File: config.mk
export PLATFORM = sky130hd
export DESIGN_NAME = alu_wide_seq_flat
export DESIGN_NICKNAME = d
export VERILOG_FILES = /design/src/rtl/alu_wide_seq_pkg.sv /design/src/rtl/alu_wide_seq_if.sv /design/src/rtl/alu_wide_seq_byte_slice_sel.sv /design/src/rtl/alu_wide_seq.sv /design/src/flat_wrapper.sv
export SDC_FILE = /design/constraint.sdc
export NUM_CORES = 1
export LEC_CHECK = 0
export ABC_AREA = 1
export CORE_AREA = 5 5 108 110
export CTS_BUF_LIST = sky130_fd_sc_hd__clkbuf_4 sky130_fd_sc_hd__clkbuf_8
export DETAILED_ROUTE_END_ITERATION = 10
export DIE_AREA = 0 0 113 115
export PLACE_DENSITY = 0.81
export SLEW_MARGIN = 20
export SYNTH_ARGS = -nofsm -noshare
export SYNTH_HDL_FRONTEND = slang
export SYNTH_HIERARCHICAL = 1
export SYNTH_SLANG_ARGS = --single-unit
export TNS_END_PERCENT = 100
File: constraint.sdc
create_clock -name clk -period 1.6 [get_ports clk]
set_input_delay 0.32 -clock clk [delete_from_list [all_inputs] [get_ports clk]]
set_output_delay 0.32 -clock clk [all_outputs]
set_load 0.01 [all_outputs]
File: src/rtl/alu_wide_seq_pkg.sv
// rtl/alu_wide_seq_pkg.sv - opcode classes, FSM states and slice opcode helper for alu_wide_seq
package alu_wide_seq_pkg;

   localparam logic [1:0] OPC_ADDSUB   = 2'b00;
   localparam logic [1:0] OPC_BIT      = 2'b01;
   localparam logic [1:0] OPC_SHL      = 2'b10;
   localparam logic [1:0] OPC_SHR      = 2'b11;
   localparam int         OP_CARRY_BIT = 0;

   typedef enum logic [1:0] {
      S_IDLE = 2'd0,
      S_RUN  = 2'd1,
      S_DONE = 2'd2
   } state_t;

   // Upper add/sub slices must consume the incoming carry/borrow, so force the carry-use bit.
   function automatic logic [3:0] slice_op(input logic [3:0] op, input logic first);
      logic [3:0] r;
      r = op;
      if ((op[3:2] == OPC_ADDSUB) && !first) begin
         r[OP_CARRY_BIT] = 1'b1;
      end
      return r;
   endfunction

endpackage

File: src/rtl/alu_wide_seq_if.sv
// rtl/alu_wide_seq_if.sv - issue/result bus of alu_wide_seq; zero flag present with ALU_WIDE_SEQ_ZERO_EN
interface alu_wide_seq_if #(parameter int NBYTES = 4);

   localparam int W = 8 * NBYTES;

   logic         start;
   logic [3:0]   op;
   logic [W-1:0] a;
   logic [W-1:0] b;
   logic         cin;
   logic         busy;
   logic         done;
   logic [W-1:0] q;
   logic         cout;
`ifdef ALU_WIDE_SEQ_ZERO_EN
   logic         zero;

   modport master (output start, op, a, b, cin, input busy, done, q, cout, zero);
   modport slave  (input start, op, a, b, cin, output busy, done, q, cout, zero);
`else
   modport master (output start, op, a, b, cin, input busy, done, q, cout);
   modport slave  (input start, op, a, b, cin, output busy, done, q, cout);
`endif

endinterface

File: src/rtl/alu_wide_seq_byte_slice_sel.sv
// rtl/alu_wide_seq_byte_slice_sel.sv - selects one byte of a wide word by slice index
module byte_slice_sel #(
   parameter int NBYTES = 4,
   parameter int IW     = 2
) (
   input  logic [8*NBYTES-1:0] word,
   input  logic [IW-1:0]       idx,
   output logic [7:0]          slice
);

   // Plain mux over byte lanes; out-of-range indices read as zero.
   always_comb begin
      slice = 8'h00;
      for (int k = 0; k < NBYTES; k++) begin
         if (idx == IW'(k)) begin
            slice = word[k*8 +: 8];
         end
      end
   end

endmodule

File: src/rtl/alu_wide_seq.sv
// rtl/alu_wide_seq.sv - byte-serial sequencer for an external 8-bit alu; ALU_WIDE_SEQ_ZERO_EN adds zero flag
module alu_wide_seq
   import alu_wide_seq_pkg::*;
#(
   parameter int NBYTES = 4
) (
   input  logic                 clk,
   input  logic                 rst,
   alu_wide_seq_if.slave        bus,
   output logic [7:0]           alu_a,
   output logic [7:0]           alu_b,
   output logic [3:0]           alu_op,
   output logic                 alu_cin,
   input  logic [7:0]           alu_q,
   input  logic                 alu_cout
);

   localparam int            W        = 8 * NBYTES;
   localparam int            IW       = (NBYTES > 1) ? $clog2(NBYTES) : 1;
   localparam logic [IW-1:0] IDX_LAST = IW'(NBYTES - 1);

   state_t        state, state_n;
   logic [W-1:0]  a_r, b_r, q_r;
   logic [3:0]    op_r;
   logic          cin_r, carry_r, cout_r;
   logic [IW-1:0] idx;
   logic [7:0]    a_slice, b_slice;
   logic          shr_dir, first, last;

   // Right shifts walk MSB->LSB so each slice's shifted-out bit feeds the next lower byte.
   assign shr_dir = (op_r[3:2] == OPC_SHR);
   assign first   = shr_dir ? (idx == IDX_LAST) : (idx == '0);
   assign last    = shr_dir ? (idx == '0) : (idx == IDX_LAST);

   byte_slice_sel #(.NBYTES(NBYTES), .IW(IW)) u_sel_a (.word(a_r), .idx(idx), .slice(a_slice));
   byte_slice_sel #(.NBYTES(NBYTES), .IW(IW)) u_sel_b (.word(b_r), .idx(idx), .slice(b_slice));

   // State register.
   always_ff @(posedge clk) begin
      if (rst) state <= S_IDLE;
      else     state <= state_n;
   end

   // Next state and alu slice drive; alu inputs are zero outside RUN.
   always_comb begin
      state_n = state;
      alu_a   = 8'h00;
      alu_b   = 8'h00;
      alu_op  = 4'h0;
      alu_cin = 1'b0;
      case (state)
         S_IDLE: if (bus.start) state_n = S_RUN;
         S_RUN: begin
            alu_a   = a_slice;
            alu_b   = b_slice;
            alu_op  = slice_op(op_r, first);
            alu_cin = first ? cin_r : carry_r;
            if (last) state_n = S_DONE;
         end
         S_DONE:  state_n = S_IDLE;
         default: state_n = S_IDLE;
      endcase
   end

   assign bus.busy = (state != S_IDLE);
   assign bus.done = (state == S_DONE);
   assign bus.q    = q_r;
   assign bus.cout = cout_r;

`ifdef ALU_WIDE_SEQ_ZERO_EN
   logic nz_r, zero_r;
   assign bus.zero = zero_r;

   // Running OR of slice results; zero is committed on the last slice and held with q.
   always_ff @(posedge clk) begin
      if (rst) begin
         nz_r   <= 1'b0;
         zero_r <= 1'b0;
      end else if ((state == S_IDLE) && bus.start) begin
         nz_r <= 1'b0;
      end else if (state == S_RUN) begin
         nz_r <= nz_r | (|alu_q);
         if (last) zero_r <= ~(nz_r | (|alu_q));
      end
   end
`endif

   // Operand latch on accept, then per-slice result write-back and carry chaining.
   always_ff @(posedge clk) begin
      if (rst) begin
         a_r     <= '0;
         b_r     <= '0;
         q_r     <= '0;
         op_r    <= 4'h0;
         cin_r   <= 1'b0;
         carry_r <= 1'b0;
         cout_r  <= 1'b0;
         idx     <= '0;
      end else if ((state == S_IDLE) && bus.start) begin
         a_r   <= bus.a;
         b_r   <= bus.b;
         op_r  <= bus.op;
         cin_r <= bus.cin;
         idx   <= (bus.op[3:2] == OPC_SHR) ? IDX_LAST : '0;
      end else if (state == S_RUN) begin
         for (int k = 0; k < NBYTES; k++) begin
            if (idx == IW'(k)) q_r[k*8 +: 8] <= alu_q;
         end
         carry_r <= alu_cout;
         if (last) cout_r <= alu_cout;
         else      idx    <= shr_dir ? (idx - IW'(1)) : (idx + IW'(1));
      end
   end

endmodule

File: src/flat_wrapper.sv
// flat-port wrapper written by rule: the top's interface ports become plain ports
module alu_wide_seq_flat import alu_wide_seq_pkg::*;
#(
   parameter int NBYTES = 4
)
  (clk, rst, alu_a, alu_b, alu_op, alu_cin, alu_q, alu_cout, bus_start, bus_op, bus_a, bus_b, bus_cin, bus_busy, bus_done, bus_q, bus_cout);
  alu_wide_seq_if #(.NBYTES(NBYTES)) bus_i ();
  input  logic clk;
  input  logic rst;
  output logic [7:0] alu_a;
  output logic [7:0] alu_b;
  output logic [3:0] alu_op;
  output logic alu_cin;
  input  logic [7:0] alu_q;
  input  logic alu_cout;
  input wire logic [$bits(bus_i.start)-1:0] bus_start;
  input wire logic [$bits(bus_i.op)-1:0] bus_op;
  input wire logic [$bits(bus_i.a)-1:0] bus_a;
  input wire logic [$bits(bus_i.b)-1:0] bus_b;
  input wire logic [$bits(bus_i.cin)-1:0] bus_cin;
  output wire logic [$bits(bus_i.busy)-1:0] bus_busy;
  output wire logic [$bits(bus_i.done)-1:0] bus_done;
  output wire logic [$bits(bus_i.q)-1:0] bus_q;
  output wire logic [$bits(bus_i.cout)-1:0] bus_cout;
  assign bus_i.start = bus_start;
  assign bus_i.op = bus_op;
  assign bus_i.a = bus_a;
  assign bus_i.b = bus_b;
  assign bus_i.cin = bus_cin;
  assign bus_busy = bus_i.busy;
  assign bus_done = bus_i.done;
  assign bus_q = bus_i.q;
  assign bus_cout = bus_i.cout;
  alu_wide_seq #(.NBYTES(NBYTES)) u_core (.clk(clk), .rst(rst), .bus(bus_i), .alu_a(alu_a), .alu_b(alu_b), .alu_op(alu_op), .alu_cin(alu_cin), .alu_q(alu_q), .alu_cout(alu_cout));
endmodule
==> results.py, run 1 <==
metrics = {
    "clocking": {
        "cts_tree": "done",
        "cts_buffers": 9,
        "root_buffer": "clkbuf_8",
        "clock_path_buffers": 2,
        "ctsHoldBuffers": 0,
        "cts.sinks": 107,
        "clk_pin_slew_ns": 0.10,
        "clk_latency_ns": 0.38,
        "htreeDepth": 3,
    },
    "pwr": {
        "vdd_ir_drop_max_mv": 0.566,
        "power.density_nw_per_um2": 980,
        "power_leakage_uw": 0.00304,
    },
    "routing": {
        "wl_um": 14400,
        "via_per_inst": 5.21,
        "routedWlPerCell_um": 15.3,
        "ant_nets": 0,
        "drt_iter0_markers": 401,
        "drtPass1Iterations": 5,
        "drc": 0,
        "vias": 4898,
    },
    "sta": {
        "finalHoldViolations": 0,
        "skew_ns": 0.0134,
        "rsz0062_at_grt": "yes",
        "drv_slew": 0,
        "finalCritPeriodShare_pct": 123,
        "setup_viol": 18,
        "tightestPinTransition_ns": 0.377,
        "slew_headroom_pct": 74.8,
        "min_period_ns": 1.97,
        "max_freq_mhz": 508,
        "setup_ws_ns": -0.370,
    },
    "job": {
        "drv_cap": 0,
    },
    "synth": {
        "synth_cell_types": 19,
        "synth_area_leaders": "dfxtp_1 (46%), nor2_1 (13%), nand3_1 (9.4%), o21ai_0 (5.9%), nand2_1 (5.8%)",
        "synth.avg_cell_area_um2": 7.27,
        "synth_adder_area_share_pct": 1.08,
        "synth_xor_area_share_pct": 0,
        "yosysTopAreaCell": "dfxtp_1",
        "synth_top_family_by_area": "simple AND/OR/NAND/NOR gates",
        "synth-seq-cells": 107,
        "yosys.area_share.simple_pct": 31.8,
        "synth_nets": 723,
        "ys_warn_count": 6,
        "ys_seq_area_share_pct": 46.2,
        "synth_area_um2": 4640,
        "synth_compound_area_share_pct": 11.6,
        "muxShareOfSynthArea_pct": 0,
        "postSynthCellCount": 638,
        "yosysTopAreaCellShare_pct": 46.2,
    },
    "worst_setup_path": {
        "rrSetupSlack_ns": 0.08,
        "end_kind": "output pin",
        "startpoint_type": "register",
        "required_ns": 1.28,
        "cp.arrival_ns": 1.65,
        "cp_max_fo": 8,
        "crit_type": "reg2out",
    },
    "floorplan": {
        "io_pins": 137,
        "fp-row-count": 38,
        "core_area_um2": 10600,
        "fp.dieW_um": 113,
        "initial_core_util_pct": 43.8,
        "fp.dieArea_um2": 13000,
        "die_h_um": 115,
    },
    "finish": {
        "drive_gt1_share_pct": 17.6,
        "n_antenna_cell": 0,
        "fin_area_um2": 6780,
        "fin_nets": 881,
        "fin_cells": 941,
        "syn2layout_area_growth_pct": 46.2,
    },
    "place": {
        "gp_congestion": 0.856,
        "placed_area_um2": 6240,
        "dp_hpwl_um": 10000,
        "placedCellCount": 901,
        "port_buffers": 136,
        "place_ws_ns": -0.422,
    },
    "status": {
        "violations": "negative setup slack",
        "status": "finished, violations left",
    },
    "grt": {
        "antenna_found_initial": 0,
        "grt_usage_pct": 21.2,
        "grt_pass1_wl_um": 22500,
        "grt_max_degree": 73,
        "grt_pass1_vias": 4722,
        "grt_overflow": 0,
    },
    "hold_path": {
        "hp-class": "reg2reg",
    },
}
-- report_power, final --
part / switching (µW) / internal (µW)
Clock: 1000 / 657
Combinational: 999 / 959
Sequential: 147 / 2880
-- through the flow --
step	hold slack, ns	util, %	total power (µW)	TNS (ns)
CTS	0.467	62.3	6510	-5.13
detailed placement	0.456	58.9	4670	-6.36
floorplan	0.423	-	3980	0
global placement	0.447	58.9	4630	-5.44
global route	0.482	64.0	6980	-7.21
finish	0.469	64.0	6640	-5.48
-- cells in the mapped netlist --
cell and count:
nor2_1 160, dfxtp_1 107, nand3_1 87, nand2_1 72, o21ai_0 55, a21oi_1 36, inv_1 29, buf_6 17
nand4_1 17, clkbuf_1 16, o21ai_1 15, buf_2 10, inv_2 5, ha_1 4, nor2_4 4, a31oi_1 1
buf_4 1, nand2_4 1, nor2_2 1
-- cells by family after synthesis --
kind of cell	Yosys count
DFF	107
buffers and inverters	78
AOI/OAI and AO/OA	107
and+or+nand+nor	342
adders and majority gates	4
-- cells in the final DEF (no fill, tap or decap) --
cell             instances
clkinv_8                 2
inv_1                   25
buf_12                  15
buf_8                    2
buf_2                   17
ha_1                     3
nand3_1                 83
nand2_2                 15
nor2_4                   7
clkbuf_8                10
dfxtp_2                  2
a21oi_1                 36
buf_6                   14
nand3_2                  4
dlygate4sd2_1           19
ha_4                     1
nor2_1                 153
dfxtp_1                103
clkbuf_2                 2
inv_2                    6
clkdlybuf4s50_1         80
a31oi_1                  1
buf_4                   28
dlymetal6s2s_1          14
inv_4                    1
inv_6                    1
clkinv_4                 1
o21ai_0                 54
clkinvlp_4               1
o21ai_1                 15
nand2_4                  1
nand2_1                 57
nand4_1                 17
nor2_2                   5
dfxtp_4                  2
inv_8                    3
o21ai_2                  1
-- sequential cells by signal (all words and copies together), names as in the netlist --
register,count
u_core/state,2
u_core/a_r,32
u_core/b_r,32
u_core/cin_r,1
u_core/bus.q,32
u_core/bus.cout,1
u_core/carry_r,1
u_core/op_r,4
u_core/idx,2
-- critical path, stage by stage, from the launching register on --
cell     delay [ns]
dfxtp_4        0.39
buf_12         0.14
nor2_4         0.15
buf_6          0.14
buf_6          0.10
nand2_2        0.03
nand4_1        0.07
inv_1          0.05
nor2_1         0.08
buf_2          0.13
-- worst paths after layout --
kind                                 startpoint         endpoint  cells past startpoint
worst max-delay path              u_core/idx[1]         alu_a[1]                      9
worst min-delay path            u_core/bus.q[3]  u_core/bus.q[3]                      2
worst min register to register  u_core/bus.q[3]  u_core/bus.q[3]                      2
worst max register to register  u_core/state[0]   u_core/a_r[16]                      7
-- layout make-up --
cell class	instances	area, µm²
multi-input combinational	453	2170
clock inverter	6	66.3
sequential	107	2150
inverter	34	148
timing repair buffer	191	1940
clock buffer	10	138
fill	870	3820
tap	140	175
-- repair_timing --
item,CTS,global route
buffers inserted,16,8
pin swaps,16,10
gates resized for setup,148,47
cloned,1,0
endpoints found under the setup margin,42,45
-- metal layers --
layer | GRT usage (%) | part of all wire [%] | vias to the layer above
met5 | 0 | 0 | -
met4 | 7.21 | 2.2 | 0
met3 | 4.63 | 6.2 | 26
met2 | 36.7 | 51 | 205
met1 | 26.2 | 41 | 2261
li1 | - | - | 2406
No activity file was read; power rests on OpenSTA's default activity.
==> run 2: changes to the inputs <==
ABC_AREA = not set   (was 1)
CORE_AREA = 5 5 106 108   (was 5 5 108 110)
DIE_AREA = 0 0 111 113   (was 0 0 113 115)
==> results.py, run 2 <==
metrics = {
    "status": {
        "status": "finished, violations left",
        "violations": "negative setup slack",
    },
    "worst_setup_path": {
        "required_ns": 1.28,
        "cp.arrival_ns": 1.75,
        "crit_type": "reg2out",
        "startpoint_type": "register",
        "cp_max_fo": 5,
        "end_kind": "output pin",
    },
    "routing": {
        "routedWlPerCell_um": 15.6,
        "drtPass1Iterations": 5,
        "wl_um": 12700,
        "vias": 4275,
        "via_per_inst": 5.23,
        "ant_nets": 0,
        "drt_iter0_markers": 252,
        "drc": 0,
    },
    "synth": {
        "postSynthCellCount": 528,
        "yosysTopAreaCellShare_pct": 48.0,
        "ys_warn_count": 6,
        "ys_seq_area_share_pct": 48.0,
        "synth_cell_types": 28,
        "synth_area_um2": 4460,
        "synthArstFlopShare_pct": 0,
        "yosysMostFrequentCell": "nand2_1",
        "synthFlopType": "dfxtp_1",
        "synth-seq-cells": 107,
        "synth_area_leaders": "dfxtp_1 (48%), nand2_1 (15%), a21oi_1 (12%), mux4_2 (8.1%), nand3_1 (3.6%)",
        "synth_commonest_cells": "nand2_1 (177), dfxtp_1 (107), a21oi_1 (104), nand3_1 (32), and2_1 (19)",
        "yosysTopAreaCell": "dfxtp_1",
        "synth_nets": 613,
        "synth_edf_count": 0,
        "synth.avg_cell_area_um2": 8.44,
    },
    "floorplan": {
        "fp-row-count": 37,
        "io_pins": 137,
        "fp.dieW_um": 111,
        "fp.dieArea_um2": 12500,
        "core_area_um2": 10100,
        "die_h_um": 113,
        "initial_core_util_pct": 44.0,
    },
    "clocking": {
        "clock_path_buffers": 2,
        "clk_latency_ns": 0.36,
        "cts_tree": "done",
        "htreeDepth": 3,
        "root_buffer": "clkbuf_8",
        "cts.sinks": 107,
        "cts_buffers": 9,
        "clk_pin_slew_ns": 0.11,
    },
    "sta": {
        "finalCritPeriodShare_pct": 130,
        "skew_ns": 0.0119,
        "setup_viol": 23,
        "slew_headroom_pct": 75.1,
        "fin_tns_setup_ns": -7.97,
        "max_freq_mhz": 482,
        "rsz0062_at_grt": "yes",
        "tightestPinTransition_ns": 0.373,
        "setup_ws_ns": -0.473,
        "finalHoldViolations": 0,
        "min_period_ns": 2.07,
        "drv_slew": 0,
    },
    "grt": {
        "use_met2_pct": 33.7,
        "grt_usage_pct": 19.6,
        "use_met1_pct": 23.8,
        "grt.busiest_layer": "met2",
        "grt_overflow": 0,
        "grt_max_degree": 42,
        "grt_pass1_vias": 4153,
        "use_met3_pct": 4.49,
        "antenna_found_initial": 0,
        "grt_pass1_wl_um": 20000,
    },
    "place": {
        "dp_hpwl_um": 9050,
        "port_buffers": 136,
        "gp_congestion": 0.868,
        "place_ws_ns": -0.422,
    },
    "pwr": {
        "power_leakage_uw": 0.00294,
        "power.density_nw_per_um2": 846,
        "vdd_ir_drop_max_mv": 0.535,
    },
    "finish": {
        "seq_area_um2": 2150,
        "multi_input_comb_area_um2": 2190,
        "syn2layout_area_growth_pct": 47.4,
        "fill_cells": 819,
        "n_antenna_cell": 0,
        "fin_nets": 761,
        "drive_gt1_share_pct": 19.7,
        "final_common_cell": "nand2_1",
        "fin_util_pct": 64.8,
        "final_cell_mix": "nand2_1 (172), dfxtp_1 (104), a21oi_1 (103)",
    },
    "job": {
        "drv_cap": 0,
    },
    "hold_path": {
        "hp-class": "in2reg",
    },
}
==> run 2: cell types whose count changed after synthesis, moves of 12 or more <==
cell,before,now
mux4_2,0,16
o21ai_0,55,1
nor2_1,160,6
nand2_1,72,177
nand3_1,87,32
a21oi_1,36,104
nand4_1,17,0
buf_6,17,3
and2_1,0,19
inv_1,29,3
buf_4,1,13
o21ai_1,15,0
==> run 2: layout make-up <==
cell class / count / area share, %
Multi-Input combinational cell: 377 / 33.3
Timing Repair Buffer: 178 / 28.5
Sequential cell: 107 / 32.7
Clock buffer: 9 / 1.88
Inverter: 3 / 0.209
Tap cell: 136 / 2.59
Clock inverter: 7 / 0.800
==> run 2: kinds of logic after synthesis <==
logic type / synth area share [%]
xor gates and xnor gates: 0.393
buffers and inverters: 5.56
muxes: 8.76
DFF: 48.0
adders and majority gates: 1.12
and+or+nand+nor: 23.3
AOI/OAI and AO/OA: 12.8
==> run 2: what timing repair did <==
item	in CTS	in global routing
pin swaps	5	6
endpoints found under the setup margin	32	83
hold endpoints to repair	0	0
hold buffers	0	0
cloned	1	0
buffers inserted	5	7
gates resized for setup	126	54
==> run 2: metrics by stage <==
stage	area (µm²)	std cells	hold WS (ns)	total power, µW
after floorplan	4460	528	0.432	3480
after global placement	6100	790	0.438	3960
after detailed placement	6100	790	0.443	4000
after CTS	6380	812	0.344	5550
after global routing	6570	817	0.358	5850
final	6570	817	0.359	5560
==> run 2: final timing paths <==
kind | startpoint | to | slack, ns | cells past startpoint
setup / recovery | u_core/idx[0] | alu_b[7] | -0.47 | 5
hold / removal | rst | u_core/state[0] | 0.36 | 2
setup reg to reg | u_core/idx[0] | u_core/idx[1] | -0.12 | 7
hold reg to reg | u_core/a_r[9] | u_core/a_r[9] | 0.46 | 2
==> run 2: metal layers <==
metal,wire (µm),vias to the layer above
li1,-,2058
met1,5010,2008
met2,6600,185
met3,810,24
met4,324,0
met5,0,-
==> run 2: worst max-delay path: stages, from the launching register on <==
cell,delay (ns)
dfxtp_4,0.40
buf_12,0.12
buf_12,0.11
mux4_2,0.50
and2_4,0.16
buf_6,0.11
==> run 2: power by group <==
part	leakage [µW]	internal, µW	switching, µW
Clock	0.0000900	578	914
Combinational	0.00197	651	535
Sequential	0.000877	2800	81.6
==> edit 1 (config.mk and constraints of run 1) <==
`NBYTES` is set to 4 in 4 places; all go to 2.
--- a/src/rtl/alu_wide_seq_if.sv
+++ b/src/rtl/alu_wide_seq_if.sv
@@ -1,4 +1,4 @@
 // rtl/alu_wide_seq_if.sv - issue/result bus of alu_wide_seq; zero flag present with ALU_WIDE_SEQ_ZERO_EN
-interface alu_wide_seq_if #(parameter int NBYTES = 4);
+interface alu_wide_seq_if #(parameter int NBYTES = 2);
 
    localparam int W = 8 * NBYTES;
--- a/src/rtl/alu_wide_seq_byte_slice_sel.sv
+++ b/src/rtl/alu_wide_seq_byte_slice_sel.sv
@@ -1,5 +1,5 @@
 // rtl/alu_wide_seq_byte_slice_sel.sv - selects one byte of a wide word by slice index
 module byte_slice_sel #(
-   parameter int NBYTES = 4,
+   parameter int NBYTES = 2,
    parameter int IW     = 2
 ) (
--- a/src/rtl/alu_wide_seq.sv
+++ b/src/rtl/alu_wide_seq.sv
@@ -3,5 +3,5 @@
    import alu_wide_seq_pkg::*;
 #(
-   parameter int NBYTES = 4
+   parameter int NBYTES = 2
 ) (
    input  logic                 clk,
--- a/src/flat_wrapper.sv
+++ b/src/flat_wrapper.sv
@@ -2,5 +2,5 @@
 module alu_wide_seq_flat import alu_wide_seq_pkg::*;
 #(
-   parameter int NBYTES = 4
+   parameter int NBYTES = 2
 )
   (clk, rst, alu_a, alu_b, alu_op, alu_cin, alu_q, alu_cout, bus_start, bus_op, bus_a, bus_b, bus_cin, bus_busy, bus_done, bus_q, bus_cout);
Ports: changed (resized bus_a, bus_b and bus_q); port bits go from 137 to 89. No check against the original RTL was run, so the function may have changed too.
==> edit 1 against run 1 <==
  * The run still ends with setup timing left
  * Worst setup slack gained 0.32 ns
  * Sequential cell count down 49
  * Worst hold slack got worse by 0.0053 ns
  * Count of clock-buffer cells in the layout unchanged
  * Synthesized area shrank 46%
  * Utilization decreased by 26 points
  * Power fell by 35%
  * Routed wire length decreased by 48%
  * Critical path depth decreased by 2
  * Design area is 40% lower
  * Via count decreased by 48%
  * Maximum frequency increased by 19%
  * Die area stayed put
  * Critical endpoint is now alu_cin
  * Largest cell class unchanged
==> edit 1: results (changes against run 1) <==
Placed Area 3620 µm² (-42%); clock transition at the registers of the reported paths 0.07 ns (-0.03 ns); Least-Margin Pin Slew 0.258 ns (-0.119 ns); worst-case reg-to-reg path depth 8 (+1); power in the clock group 1420 µW (-14%); gpl congestion 0.760 (-11%); post-CTS setup buffers 5 (-11); critical path's slowest cell dfxtp_2; ranking of synthesized cells by area dfxtp_1, nor2_1, nand2_1, o21ai_0, nand3_1; area share of fa/ha/maj cells after synthesis 0% (-1.1 points); largest stage delay on the critical path 0.34 ns (-0.05 ns); die area 13000 µm² (unchanged); Signal buf overhead 26.9% (-1.6 points); H-tree lvl count 3 (unchanged); Final #Nets 521 (-41%); hold_sp u_core/bus.q[7]$_SDFFE_PP0P_; Worst VDD drop 480 µV (-15%); power drawn by the combinational cells 1190 µW (-39%); IO buf count 88 (-35%); status finished, violations left; Post-synth top cells nor2_1, nand2_1, dfxtp_1, o21ai_0, inv_1; CP endpoint alu_cin; drt first pass iters 4 (-1); multi-input gates 257 (-43%); number of gates resized after cts 115 (-22%); Setup WS post-layout -0.0543 ns (+0.316 ns); vias in the first global route 2365 (-50%); Final Setup Violations 16 (-2); Clock buf/inv share 5.18% (+2.2 points); Worst-Skew Late Latency 0.33 ns (-0.05 ns); flop2flop setup slack 0.15 ns (+0.07 ns); Non-clk invs 30 (-12%); Psw 1370 µW (-36%); Seq/total area 28.8% (-2.9 points); total negative slack -0.430 ns (+5.05 ns); DR iter-0 viols 145 (-64%); vias post-DR 2571 (-48%); Non-clk bufs 116 (-39%); DPL Wire Length 5370 µm (-46%); first-pass GRT wire length 11700 µm (-48%); Final Skew 0.00739 ns (-0.00604 ns); Hold Path Sink u_core/bus.q[7]$_SDFFE_PP0P_; Syn Nets 415 (-43%); CP Max Fanout 3 (-5); Bufs on Longest Clock Path 2 (unchanged); final WL 7530 µm (-48%); largest net degree at the start of global routing 24 (-67%); Compound-Gate Fraction of Synth Area 11.8% (+0.25 points); Syn-to-layout area delta 60.9%; PwrDens 1060 nW/µm² (+8.1%); final non-filler cell area 4060 µm² (-40%); Synth cell types 22 (+3); wire per inst 12.2 µm (-20%); Cells after DPL 595 (-34%); Total GRT Usage 11.3% (-9.9 points); Avg Cell Area, Syn 6.89 µm² (-5.3%); share of cells above drive strength 1 26.4% (+8.8 points); failing checks setup timing; post-place setup slack -0.218 ns (+0.204 ns); r2r endpoint u_core/bus.q[2]$_SDFFE_PP0P_
## edit 1: cell count changes in the layout (fill, tap and decap cells not counted), sizes merged, moves of 6 or more
| cell | change |
|---|---|
| dlymetal6s2s | -13 |
| o21ai | -32 |
| nand3 | -66 |
| nand2 | +8 |
| nor2 | -71 |
| inv | -6 |
| dlygate4sd2 | -18 |
| dfxtp | -49 |
| a21oi | -16 |
| buf | -28 |
| clkdlybuf4s50 | -16 |
| nand4 | -16 |
## edit 1: per-layer routing
layer	GRT usage (%)	part of all wire [%]	vias up
met5	0	0	-
met4	3.85	1.2	0
met3	3.11	5.4	5
met2	18.8	48	68
met1	14.2	45	1140
li1	-	-	1358
## edit 1: logic make-up after synthesis
| group | count (synthesis) |
|---|---|
| AOI/OAI and AO/OA | 59 |
| and+or+nand+nor | 198 |
| buffers and inverters | 51 |
| DFF | 58 |
==> edit 2 (flow settings as in run 1) <==
Made on the original files. Encoding of `state_t`: now one-hot (3 bits for 3 states).
--- a/src/rtl/alu_wide_seq_pkg.sv
+++ b/src/rtl/alu_wide_seq_pkg.sv
@@ -8,8 +8,8 @@
    localparam int         OP_CARRY_BIT = 0;
 
-   typedef enum logic [1:0] {
-      S_IDLE = 2'd0,
-      S_RUN  = 2'd1,
-      S_DONE = 2'd2
+   typedef enum logic [2:0] {
+      S_IDLE = 3'b001,
+      S_RUN  = 3'b010,
+      S_DONE = 3'b100
    } state_t;
 
Behaviour: no difference found for any inputs over 10 cycles, from zero or initial values and one cycle with rst high; not proved beyond that.
==> edit 2 against run 1 <==
  * The run still ends with setup timing left
  * Synthesized area rose by 0.54%
  * Maximum frequency rose by 1.7%
  * Routed wire length rose by 5.3%
  * Worst setup slack improved by 0.033 ns
  * Sequential power fell by 1%
  * Utilization fell by 0.66 points
  * Sequential share of layout area rose by 0.65 points
  * Sequential cell count rose by 1
  * Design area fell by 1.0%
  * Final cell count rose by 0.21%
  * Power fell by 12%
  * Via count rose by 0.90%
==> edit 2: results (changes against run 1) <==
Final #Nets 883 (+0.23%); gpl congestion 0.939 (+9.8%); clock root buffer clkbuf_8; Min-Delay Path Class register to register; register area share after synthesis 46.3% (+0.18 points); Total GRT Usage 22.2% (+0.95 points); diode count 0 (unchanged); Synth warnings 6 (unchanged); Async S/R FF share, synth 0% (unchanged); DR iter-0 viols 533 (+33%); DPL Wire Length 10100 µm (+0.69%); crit path DAT 1.62 ns (-0.03 ns); first-pass GRT wire length 23600 µm (+4.5%); ranking of synthesized cells by area dfxtp_1, nor2_1, nand3_1, o21ai_0, nand2_1; Final Skew 0.0127 ns (-0.000746 ns); Leak 0.00299 µW (-1.7%); grt ovf 0 (unchanged); drt first pass iters 5 (unchanged); Worst-Skew Late Latency 0.36 ns (-0.02 ns); Placed Area 6220 µm² (-0.28%); hold slack final 0.458 ns (-0.0109 ns); share of cells above drive strength 1 15.9% (-1.7 points); final WL 15100 µm (+5.3%); status finished, violations left; Synth cell types 21 (+2); Syn Nets 730 (+0.97%); Post-synth top cells nor2_1, dfxtp_1, nand3_1, nand2_1, o21ai_0; CP Max Fanout 6 (-2); clock transition at the registers of the reported paths 0.10 ns (about the same); internal power 4110 µW (-8.5%); flop2flop setup slack 0.07 ns; Least-Margin Pin Slew 0.376 ns (-0.00142 ns); IO buf count 136 (unchanged); H-tree lvl count 3 (unchanged); initial antenna violation count 0 (unchanged); vias post-DR 4942 (+0.90%); Setup WS post-layout -0.337 ns (+0.0333 ns); Final Setup Violations 19 (+1); largest net degree at the start of global routing 55 (-25%); Bufs on Longest Clock Path 2 (unchanged); CTS Buf Count 9 (unchanged); Worst VDD drop 429 µV (-24%); failing checks setup timing
## edit 2: per-layer routing
| metal | vias up | wire (µm) | GRT usage (%) |
|---|---|---|---|
| met1 | 2261 | 6420 | 27.7 |
| li1 | 2418 | - | - |
| met2 | 226 | 7370 | 37.3 |
| met4 | 0 | 422 | 10.5 |
| met5 | - | 0 | 0 |
| met3 | 37 | 935 | 3.84 |
## edit 2: what timing repair did
action,4_1_cts,5_1_grt
buffers inserted,12,2
hold endpoints to repair,0,0
pin swaps,14,17
resized for setup,139,23
hold buffers,0,0
gates cloned,5,2
setup endpoints to repair,39,53
## edit 2: kinds of logic (layout without fill, tap and decap cells)
| group | Yosys count | count (layout) | share of synthesized area (%) |
|---|---|---|---|
| AND/OR/NAND/NOR | 341 | 341 | 31.8 |
| flip-flops | 108 | 108 | 46.3 |
| adder cells (fa/ha/maj) | 4 | 4 | 1.07 |
| AO/OA/AOI/OAI | 112 | 112 | 12.0 |
| buffers and inverters | 80 | 238 | 8.72 |
## edit 2: metrics by stage
stage                     setup WS [ns]  instances  setup TNS, ns
after floorplan                 0.00834        645              0
after global placement           -0.403        906          -5.70
after detailed placement         -0.442        906          -8.42
after CTS                        -0.318        939          -5.05
after global routing             -0.413        943          -6.64
final                            -0.337        943          -5.07
## edit 2: power by group through the flow
stage | clock network (µW) | registers [µW] | logic [µW]
CTS | 1530 | 2980 | 1300
floorplan | 0 | 3010 | 687
finish | 1500 | 2990 | 1380
global route | 1650 | 3010 | 1510
detailed placement | 0 | 3030 | 1120
global placement | 0 | 3030 | 1090
## edit 2: worst max-delay path, cell delays in order (launching register included)
cell and delay (ns):
dfxtp_4 0.39, buf_12 0.15, nor2_4 0.19, buf_4 0.15
nand2_1 0.04, nand4_1 0.07, inv_1 0.04, nor2_1 0.09
buf_2 0.14
## edit 2: cell type report
type	count	area [µm²]
Fill cell	923	3890
Sequential cell	108	2170
Multi-Input combinational cell	457	2170
Timing Repair Buffer	186	1880
Tap cell	140	175
Inverter	36	140
Clock buffer	9	124
Clock inverter	7	50.0
## edit 2: worst paths after layout
check,start,end,cells after the start
min,u_core/op_r[1]$_SDFFE_PP0P_,u_core/op_r[1]$_SDFFE_PP0P_,2
min reg2reg,u_core/op_r[1]$_SDFFE_PP0P_,u_core/op_r[1]$_SDFFE_PP0P_,2
max,u_core/idx[1]$_SDFFE_PP0P_,alu_b[6],8
max reg2reg,u_core/state[0]$_SDFFE_PP1P_,u_core/b_r[10]$_SDFFE_PP0P_,10
